### src/rtl/sd_dat_pkg.sv
// Shared definitions for the SD DAT write-data receiver: FSM encoding, CRC
// status tokens, inter-phase gap length and the CRC16 polynomial/step helper.
package sd_dat_pkg;

  typedef enum logic [2:0] {
    IDLE       = 3'd0,
    WAIT_START = 3'd1,
    DATA       = 3'd2,
    CRC        = 3'd3,
    END        = 3'd4,
    GAP        = 3'd5,
    TOKEN      = 3'd6,
    BUSY       = 3'd7
  } dat_state_e;

  localparam logic [2:0]  TOK_OK      = 3'b010;
  localparam logic [2:0]  TOK_CRC_ERR = 3'b101;
  localparam logic [2:0]  TOK_END_ERR = 3'b110;
  localparam int          GAP_LEN     = 2;
  localparam int          CRC_LEN     = 16;
  localparam logic [15:0] CRC16_POLY  = 16'h1021;

  // One serial CRC16 step; feeding message then its CRC leaves a zero residue.
  function automatic logic [15:0] crc16_step(input logic [15:0] crc, input logic bit_in);
    logic fb;
    fb = bit_in ^ crc[15];
    return {crc[14:0], 1'b0} ^ (fb ? CRC16_POLY : 16'h0000);
  endfunction

endpackage

### src/rtl/sd_crc16.sv
// Serial 1-bit CRC16 (x^16+x^12+x^5+1) with synchronous clear and enable.
// Only compiled when SD_DAT_CRC_CHECK_EN is defined.
`ifdef SD_DAT_CRC_CHECK_EN
module sd_crc16
  import sd_dat_pkg::*;
(
  input  logic        clk,
  input  logic        reset,
  input  logic        clear_i,
  input  logic        en_i,
  input  logic        bit_i,
  output logic [15:0] crc_o
);

  logic [15:0] crc_q;

  // CRC shift register, cleared per block
  always_ff @(posedge clk) begin
    if (reset || clear_i) begin
      crc_q <= 16'h0000;
    end else if (en_i) begin
      crc_q <= crc16_step(crc_q, bit_i);
    end else begin
      crc_q <= crc_q;
    end
  end

  assign crc_o = crc_q;

endmodule
`endif

### src/rtl/sd_card_dat_rx.sv
// SD card-side 4-bit DAT write receiver: start bit, data, per-line CRC16, end bit,
// CRC status token and busy signalling. Macro SD_DAT_CRC_CHECK_EN enables CRC checking.
module sd_card_dat_rx
  import sd_dat_pkg::*;
#(
  parameter int BUSY_CYCLES   = 8,
  parameter int START_TIMEOUT = 255
) (
  input  logic        clk,
  input  logic        reset,
  input  logic        arm,
  input  logic        stop,
  input  logic [9:0]  block_len,
  input  logic [10:0] block_count,
  input  logic [3:0]  dat_in,
  output logic [3:0]  dat_out,
  output logic        dat_oe,
  output logic [7:0]  byte_data,
  output logic        byte_valid,
  output logic        block_done,
  output logic        done,
  output logic [2:0]  status,
  output logic        timeout
);

  localparam logic [15:0] TIMEOUT_LAST = 16'(START_TIMEOUT - 1);
  localparam logic [15:0] BUSY_LAST    = 16'(BUSY_CYCLES - 1);
  localparam logic [15:0] BUSY_PRE     = 16'(BUSY_CYCLES - 2);
  localparam logic [15:0] GAP_LAST     = 16'(GAP_LEN - 1);
  localparam logic [15:0] CRC_LAST     = 16'(CRC_LEN - 1);
  localparam logic        BUSY_ONE     = (BUSY_CYCLES == 1);

  dat_state_e  state_q;
  logic [15:0] cnt_q;
  logic [10:0] nib_total_q;
  logic [10:0] count_q;
  logic [10:0] blk_q;
  logic [3:0]  hi_q;
  logic [2:0]  tok_q;
  logic [7:0]  byte_data_q;
  logic        byte_valid_q;
  logic        block_done_q;
  logic        done_q;
  logic [2:0]  status_q;
  logic        timeout_q;
  logic        dat_oe_q;
  logic        dat0_q;

  logic        crc_bad_s;
  logic [2:0]  tok_d;
  logic [4:0]  tok_seq_s;
  logic        final_s;

`ifdef SD_DAT_CRC_CHECK_EN
  logic [15:0] crc_s [4];
  logic        crc_clr_s;
  logic        crc_en_s;

  assign crc_clr_s = (state_q == WAIT_START);
  assign crc_en_s  = (state_q == DATA) || (state_q == CRC);

  for (genvar g = 0; g < 4; g++) begin : g_crc
    sd_crc16 u_crc (
      .clk     (clk),
      .reset   (reset),
      .clear_i (crc_clr_s),
      .en_i    (crc_en_s),
      .bit_i   (dat_in[g]),
      .crc_o   (crc_s[g])
    );
  end

  // Data followed by a correct CRC leaves every engine at zero.
  assign crc_bad_s = |{crc_s[0], crc_s[1], crc_s[2], crc_s[3]};
`else
  assign crc_bad_s = 1'b0;
`endif

  // End-bit error outranks CRC error
  always_comb begin
    tok_d = TOK_OK;
    if (dat_in != 4'b1111) begin
      tok_d = TOK_END_ERR;
    end else if (crc_bad_s) begin
      tok_d = TOK_CRC_ERR;
    end else begin
      tok_d = TOK_OK;
    end
  end

  assign tok_seq_s = {1'b0, status_q, 1'b1};
  assign final_s   = (count_q != 11'd0) && (blk_q == count_q);

  // Receive FSM; outputs are registered for the cycle the next state occupies
  always_ff @(posedge clk) begin
    if (reset) begin
      state_q      <= IDLE;
      cnt_q        <= 16'd0;
      nib_total_q  <= 11'd0;
      count_q      <= 11'd0;
      blk_q        <= 11'd0;
      hi_q         <= 4'd0;
      tok_q        <= 3'd0;
      byte_data_q  <= 8'd0;
      byte_valid_q <= 1'b0;
      block_done_q <= 1'b0;
      done_q       <= 1'b0;
      status_q     <= 3'b000;
      timeout_q    <= 1'b0;
      dat_oe_q     <= 1'b0;
      dat0_q       <= 1'b1;
    end else begin
      byte_valid_q <= 1'b0;
      block_done_q <= 1'b0;
      done_q       <= 1'b0;
      dat_oe_q     <= 1'b0;
      dat0_q       <= 1'b1;
      if (stop) begin
        state_q <= IDLE;
        cnt_q   <= 16'd0;
      end else begin
        case (state_q)
          IDLE: begin
            if (arm) begin
              nib_total_q <= (block_len == 10'd0) ? 11'd1024 : {block_len, 1'b0};
              count_q     <= block_count;
              blk_q       <= 11'd0;
              timeout_q   <= 1'b0;
              cnt_q       <= 16'd0;
              state_q     <= WAIT_START;
            end
          end
          WAIT_START: begin
            if (dat_in == 4'b0000) begin
              cnt_q   <= 16'd0;
              state_q <= DATA;
            end else if (cnt_q == TIMEOUT_LAST) begin
              timeout_q <= 1'b1;
              cnt_q     <= 16'd0;
              state_q   <= IDLE;
            end else begin
              cnt_q <= cnt_q + 16'd1;
            end
          end
          DATA: begin
            if (!cnt_q[0]) begin
              hi_q <= dat_in;
            end else begin
              byte_data_q  <= {hi_q, dat_in};
              byte_valid_q <= 1'b1;
            end
            if (cnt_q[10:0] == nib_total_q - 11'd1) begin
              cnt_q   <= 16'd0;
              state_q <= CRC;
            end else begin
              cnt_q <= cnt_q + 16'd1;
            end
          end
          CRC: begin
            if (cnt_q == CRC_LAST) begin
              cnt_q   <= 16'd0;
              state_q <= END;
            end else begin
              cnt_q <= cnt_q + 16'd1;
            end
          end
          END: begin
            tok_q   <= tok_d;
            cnt_q   <= 16'd0;
            state_q <= GAP;
            if (blk_q != 11'h7FF) begin
              blk_q <= blk_q + 11'd1;
            end
          end
          GAP: begin
            if (cnt_q == GAP_LAST) begin
              dat_oe_q <= 1'b1;
              dat0_q   <= 1'b0;
              status_q <= tok_q;
              cnt_q    <= 16'd0;
              state_q  <= TOKEN;
            end else begin
              cnt_q <= cnt_q + 16'd1;
            end
          end
          TOKEN: begin
            dat_oe_q <= 1'b1;
            if (cnt_q == 16'd4) begin
              dat0_q       <= 1'b0;
              block_done_q <= BUSY_ONE;
              done_q       <= BUSY_ONE && final_s;
              cnt_q        <= 16'd0;
              state_q      <= BUSY;
            end else begin
              dat0_q <= tok_seq_s[3'd3 - cnt_q[2:0]];
              cnt_q  <= cnt_q + 16'd1;
            end
          end
          BUSY: begin
            if (cnt_q == BUSY_LAST) begin
              cnt_q   <= 16'd0;
              state_q <= final_s ? IDLE : WAIT_START;
            end else begin
              dat_oe_q     <= 1'b1;
              dat0_q       <= 1'b0;
              block_done_q <= (cnt_q == BUSY_PRE);
              done_q       <= (cnt_q == BUSY_PRE) && final_s;
              cnt_q        <= cnt_q + 16'd1;
            end
          end
          default: begin
            cnt_q   <= 16'd0;
            state_q <= IDLE;
          end
        endcase
      end
    end
  end

  assign dat_out    = {3'b111, dat0_q | ~dat_oe_q};
  assign dat_oe     = dat_oe_q;
  assign byte_data  = byte_data_q;
  assign byte_valid = byte_valid_q;
  assign block_done = block_done_q;
  assign done       = done_q;
  assign status     = status_q;
  assign timeout    = timeout_q;

endmodule

### config.mk
export PLATFORM = sky130hd
export DESIGN_NAME = sd_card_dat_rx
export DESIGN_NICKNAME = d
export VERILOG_FILES = /design/src/rtl/sd_dat_pkg.sv /design/src/rtl/sd_crc16.sv /design/src/rtl/sd_card_dat_rx.sv
export SDC_FILE = /design/constraint.sdc
export NUM_CORES = 1
export LEC_CHECK = 0
export CAP_MARGIN = 20
export CORE_ASPECT_RATIO = 1.25
export CORE_MARGIN = 2
export CORE_UTILIZATION = 60
export CTS_CLUSTER_DIAMETER = 120
export DETAILED_ROUTE_END_ITERATION = 12
export PLACE_DENSITY = 0.86
export SYNTH_ARGS = -nofsm -noshare
export SYNTH_HDL_FRONTEND = slang
export SYNTH_SLANG_ARGS = --single-unit
### constraint.sdc
create_clock -name clk -period 8 [get_ports clk]
set_input_delay 2 -clock clk [delete_from_list [all_inputs] [get_ports clk]]
set_output_delay 2 -clock clk [all_outputs]
set_load 0.005 [all_outputs]
# Word level (Yosys, flattened, before mapping)

Index checks and enable logic that the tools add are counted.

Logic and storage cells: 110
Register bits: 76
Input bits: 29

Bitwise operators: 6
Magnitude comparators: 1
Eq/ne operators: 27
Add/subtract/negate cells: 4
Multiplexer cells: 38
Reductions and logical operators: 19

Operators with widths:

| kind                                                                  | count |
|---|---|
| 16-bit two-way mux                                                    | 8 |
| 16-bit case mux with 8 select lines                                   | 1 |
| 16-bit by 3-bit == test with 1-bit output (second input constant)     | 3 |
| 11-bit two-way mux                                                    | 3 |
| 3-bit two-way mux                                                     | 9 |
| 3-bit case mux with 8 select lines                                    | 1 |
| 11-bit == test                                                        | 2 |
| 11-bit case mux with 2 select lines                                   | 1 |
| 2-bit != test (second input constant)                                 | 9 |
| 16-bit by 1-bit adder with 16-bit output (second input constant)      | 1 |
| 16-bit by 1-bit == test with 1-bit output (second input constant)     | 1 |
| 16-bit by 4-bit == test with 1-bit output (second input constant)     | 1 |
| 16-bit by 8-bit == test with 1-bit output (second input constant)     | 1 |
| 3-bit == test (second input constant)                                 | 4 |
| 3-bit AND reduction                                                   | 4 |
| 11-bit by 1-bit adder with 11-bit output (second input constant)      | 1 |
| 1-bit two-way mux                                                     | 11 |
| 11-bit != test (second input constant)                                | 1 |
| 11-bit nonzero test                                                   | 1 |
| 11-bit by 1-bit subtractor with 11-bit output (second input constant) | 1 |
| 10-bit zero test                                                      | 1 |
| 7-bit AND reduction                                                   | 1 |
| 3-bit by 2-bit == test with 1-bit output (second input constant)      | 2 |
| 1-bit case mux with 3 select lines                                    | 2 |
| other kinds (19)                                                      | 25 |

# Logic depth before layout (Yosys ltp)

Word-level depth: 5
Depth in mapped cells: 12
Mapped depth without buffers: 9

# Worst setup path after synthesis

No wires, ideal clock.

Path type: input to register
From: input arm
To: register blk_q[9]
Stages on the path: 7
Setup time: 124 ps
Arrival: 3349 ps
Path slack: 4526 ps
Cells stage by stage: nor4_1 > nor4_1 > o21ai_0 > nor2_1 > and4_1 > xnor2_1 > nor2_1

Longest elaborated chain between the ends: 2

Ends and longest elaborated chain:

| item                          | RTL line              | RTL |
|---|---|---|
| start: declaration            | sd_card_dat_rx.sv:11  | `input logic arm,` |
| 2-bit != test (no line)       | n/a                   |  |
| 4-bit AND reduction (no line) | n/a                   |  |
| end signal: assignment        | sd_card_dat_rx.sv:172 | `blk_q <= blk_q + 11'd1;` |
| end: declaration              | sd_card_dat_rx.sv:37  | `logic [10:0] blk_q;` |

No other way between the ends.
A chain may end at the register's enable or synchronous reset.

# Worst setup path after layout

Ends and elaborated chain as after synthesis.

==> flow_summary_export.csv <==
group,metric,value,unit
outcome,status,"finished clean",
placement,gp_congestion,0.899,
global_route,grt-ovfl-total,0,
global_route,grt_max_degree,44,
routing,firstDrtPassIters,6,
finish,n_fill_cell,481,
yosys,yosysTopAreaCell,"dfxtp_1",
placement,hpwlAfterDp,6180,um
critical_path,cp_max_fo,7,
critical_path,startpoint,"arm",
routing,viasPerCell,5.85,
floorplan,rows,32,
critical_path,endpoint_kind,"flip-flop",
global_route,grtUsageTotal,27.0,%
cts,postCtsSetupBuffers,0,
yosys,async_flop_share,0,%
global_route,antenna_found_initial,0,
finish,fin_util,71.6,%
cts,cts.path.max_buffers,2,
cts,clk_pin_slew,80,ps
finish,nets,531,
critical_path,worstPathRequired,8220,ps
critical_path,worstRegToRegCells,9,
power,p_leak,1.61,nW
cts,cts.sinks,73,
yosys,synthTopCellsByCount,"dfxtp_1, nand2_1, nor2_1",
finish,diodes,0,
yosys,yosysWarningCount,0,
floorplan,die_x,74.9,um
global_route,grt_pass1_wl,14900,um
yosys,synthCells,471,
critical_path,arrival,4340,ps
timing,tightestPinTransition,1020,ps
timing,hold_viol,0,
finish,drive_gt1_share,4.79,%
routing,wire_per_inst,14.8,um
yosys,post_synth_num_cell_types,57,
power,intPower,546,uW
routing,wirelength,8690,um
power,p_per_area,166,nW/um2
power,p_sw_share,25.2,%
yosys,synth_edf_count,0,
timing,setup_violations,0,
cts,htree_levels,3,
finish,area_growth,16.2,%
routing,drt_iter0_markers,294,
floorplan,die_y,92.7,um
global_route,grt_pass1_vias,3326,
power,ir_drop,0.139,mV
timing,slew_viol_final,0,
yosys,synth_area_leaders,"dfxtp_1, nand2_1, nor2_1, xor2_1, mux2i_1",
timing,min_period_over_period,51.5,%
timing,period_needed,4120,ps
yosys,synth_area,3770,um2
cts,cts-root-buf,"clkbuf_8",
yosys,seq_area_frac_synth,38.7,%
timing,rsz0062_at_grt,"false",
placement,io_buffers,44,
timing,maxSlewHeadroom,31.3,%
critical_path,cp-endpoint,"blk_q[9]",
routing,remaining_drc_errors,0,
yosys,synth.top_cell.area_share,38.7,%
power,combPwrFrac,9.4,%
critical_path,r2r-end,"state_q[2]",
cts,ctsResizeCount,0,
cts,cts_buffers,9,
cts,worstSkewPairLatency,350,ps
power,seqPwrFrac,51.7,%
yosys,synth-seq-cells,73,
floorplan,dieArea,6950,um2
floorplan,core,6130,um2
critical_path,reg2reg_from,"nib_total_q[1]",
timing,tns,0,ps
flow_run,max-cap-violations,0,
cts,hold_buffers,0,
critical_path,crit_type,"input port to flip-flop",
critical_path,timing.critical_path.from_type,"input port",
floorplan,initial_utilization,61.6,%
yosys,avgSynthCellArea,8.01,um2
power,pwr-share-clk,38.9,%
floorplan,ioPinCount,49,
critical_path,ff2ff_setup_slack,4940,ps
power,p_switching,184,uW
cts,cts_tree,"done",
routing,vias,3428,
yosys,synth_flop_cell,"dfxtp_1",
routing,ant_nets,0,
timing,fmax,243,MHz
timing,fin_worst_skew,12.4,ps
worst_hold_path,hp-class,"flip-flop to flip-flop",
[layer usage]
metal	up-vias	track usage (%)	wire length (um)
li1	1699	-	-
met4	0	10.7	189
met3	24	5.44	400
met1	1597	33.4	3710
met5	-	0	0
met2	108	45.0	4390
[placed cells by master (no fill, tap or decap), types with 6 or more instances in the layout]
master,Yosys,routed
nand2_1,73,73
dfxtp_1,73,73
nor2_1,56,56
clkdlybuf4s50_1,0,44
a21oi_1,25,25
xor2_1,22,22
nand3_1,20,20
o21ai_0,15,15
mux2i_1,15,15
xnor2_1,13,13
nor3_1,12,12
nand4_1,12,12
nor4_1,10,10
clkbuf_8,0,9
and3_1,8,8
a31oi_1,8,8
inv_1,7,7
nor2b_1,7,7
ha_1,6,6
[power groups by stage]
stage | clock (mW) | combinational (mW) | sequential [mW]
finish | 0.284 | 0.0686 | 0.377
global route | 0.302 | 0.0762 | 0.378
CTS | 0.287 | 0.0682 | 0.377
detailed placement | 0 | 0.0679 | 0.386
global placement | 0 | 0.0657 | 0.385
floorplan | 0 | 0.0475 | 0.382
[state kept, by name, indices dropped and copies added (netlist names)]
register,count
state_q,3
count_q,11
timeout,1
byte_data,8
done,1
blk_q,11
nib_total_q,10
byte_valid,1
status,2
tok_q,2
block_done,1
cnt_q,16
dat0_q,1
hi_q,4
dat_oe,1
[area by class of cell]
class                           instances  area, um2  share of cell area, %
Clock buffer                           10        128                   2.91
Inverter                                7       26.3                  0.599
Sequential cell                        73       1460                   33.3
Clock inverter                          6       67.6                   1.54
Tap cell                               85        106                   2.43
Timing Repair Buffer                   45        448                   10.2
Multi-Input combinational cell        360       2150                   49.0
[worst max-delay path: stages]
cell             delay [ps]
clkdlybuf4s50_1         510
nor4_1                  820
nor4_1                  140
o21ai_0                 210
nor2_1                  190
and4_1                  260
xnor2_1                 150
nor2_1                   60
[cells by family (layout without fill, tap and decap cells)]
group / after synthesis / after routing / share of synthesized area, %
compound gates: 76 / 76 / 13.6
xor+xnor: 35 / 35 / 8.12
fa+ha+maj: 6 / 6 / 1.99
buf+inv: 40 / 68 / 4.57
flops: 73 / 73 / 38.7
mux: 15 / 15 / 3.98
other cells: 2 / 4 / 0.199
simple gates: 224 / 224 / 28.8
[through the flow]
| stage | instances | setup slack [ps] | hold WS [ps] | total power, mW | instance area (um2) |
|---|---|---|---|---|---|
| after floorplan | 473 | 4530 | 440 | 0.429 | 3780 |
| after global placement | 570 | 3740 | 456 | 0.451 | 4190 |
| after detailed placement | 570 | 3650 | 478 | 0.454 | 4190 |
| after CTS | 586 | 3930 | 487 | 0.732 | 4390 |
| after global routing | 586 | 3760 | 516 | 0.757 | 4390 |
| final | 586 | 3880 | 483 | 0.730 | 4390 |
[how the worst min path moves through the flow]
| stage | slack, ps | to | depth (start not counted) | startpoint |
|---|---|---|---|---|
| global route | 520 | count_q[3] | 2 | count_q[3] |
| CTS | 490 | count_q[5] | 2 | count_q[5] |
| finish | 480 | count_q[5] | 2 | count_q[5] |
| floorplan | 440 | tok_q[1] | 2 | tok_q[1] |
| detailed placement | 480 | count_q[5] | 2 | count_q[5] |
| global placement | 460 | tok_q[1] | 2 | tok_q[1] |
Power figures use the tool's default switching activity.
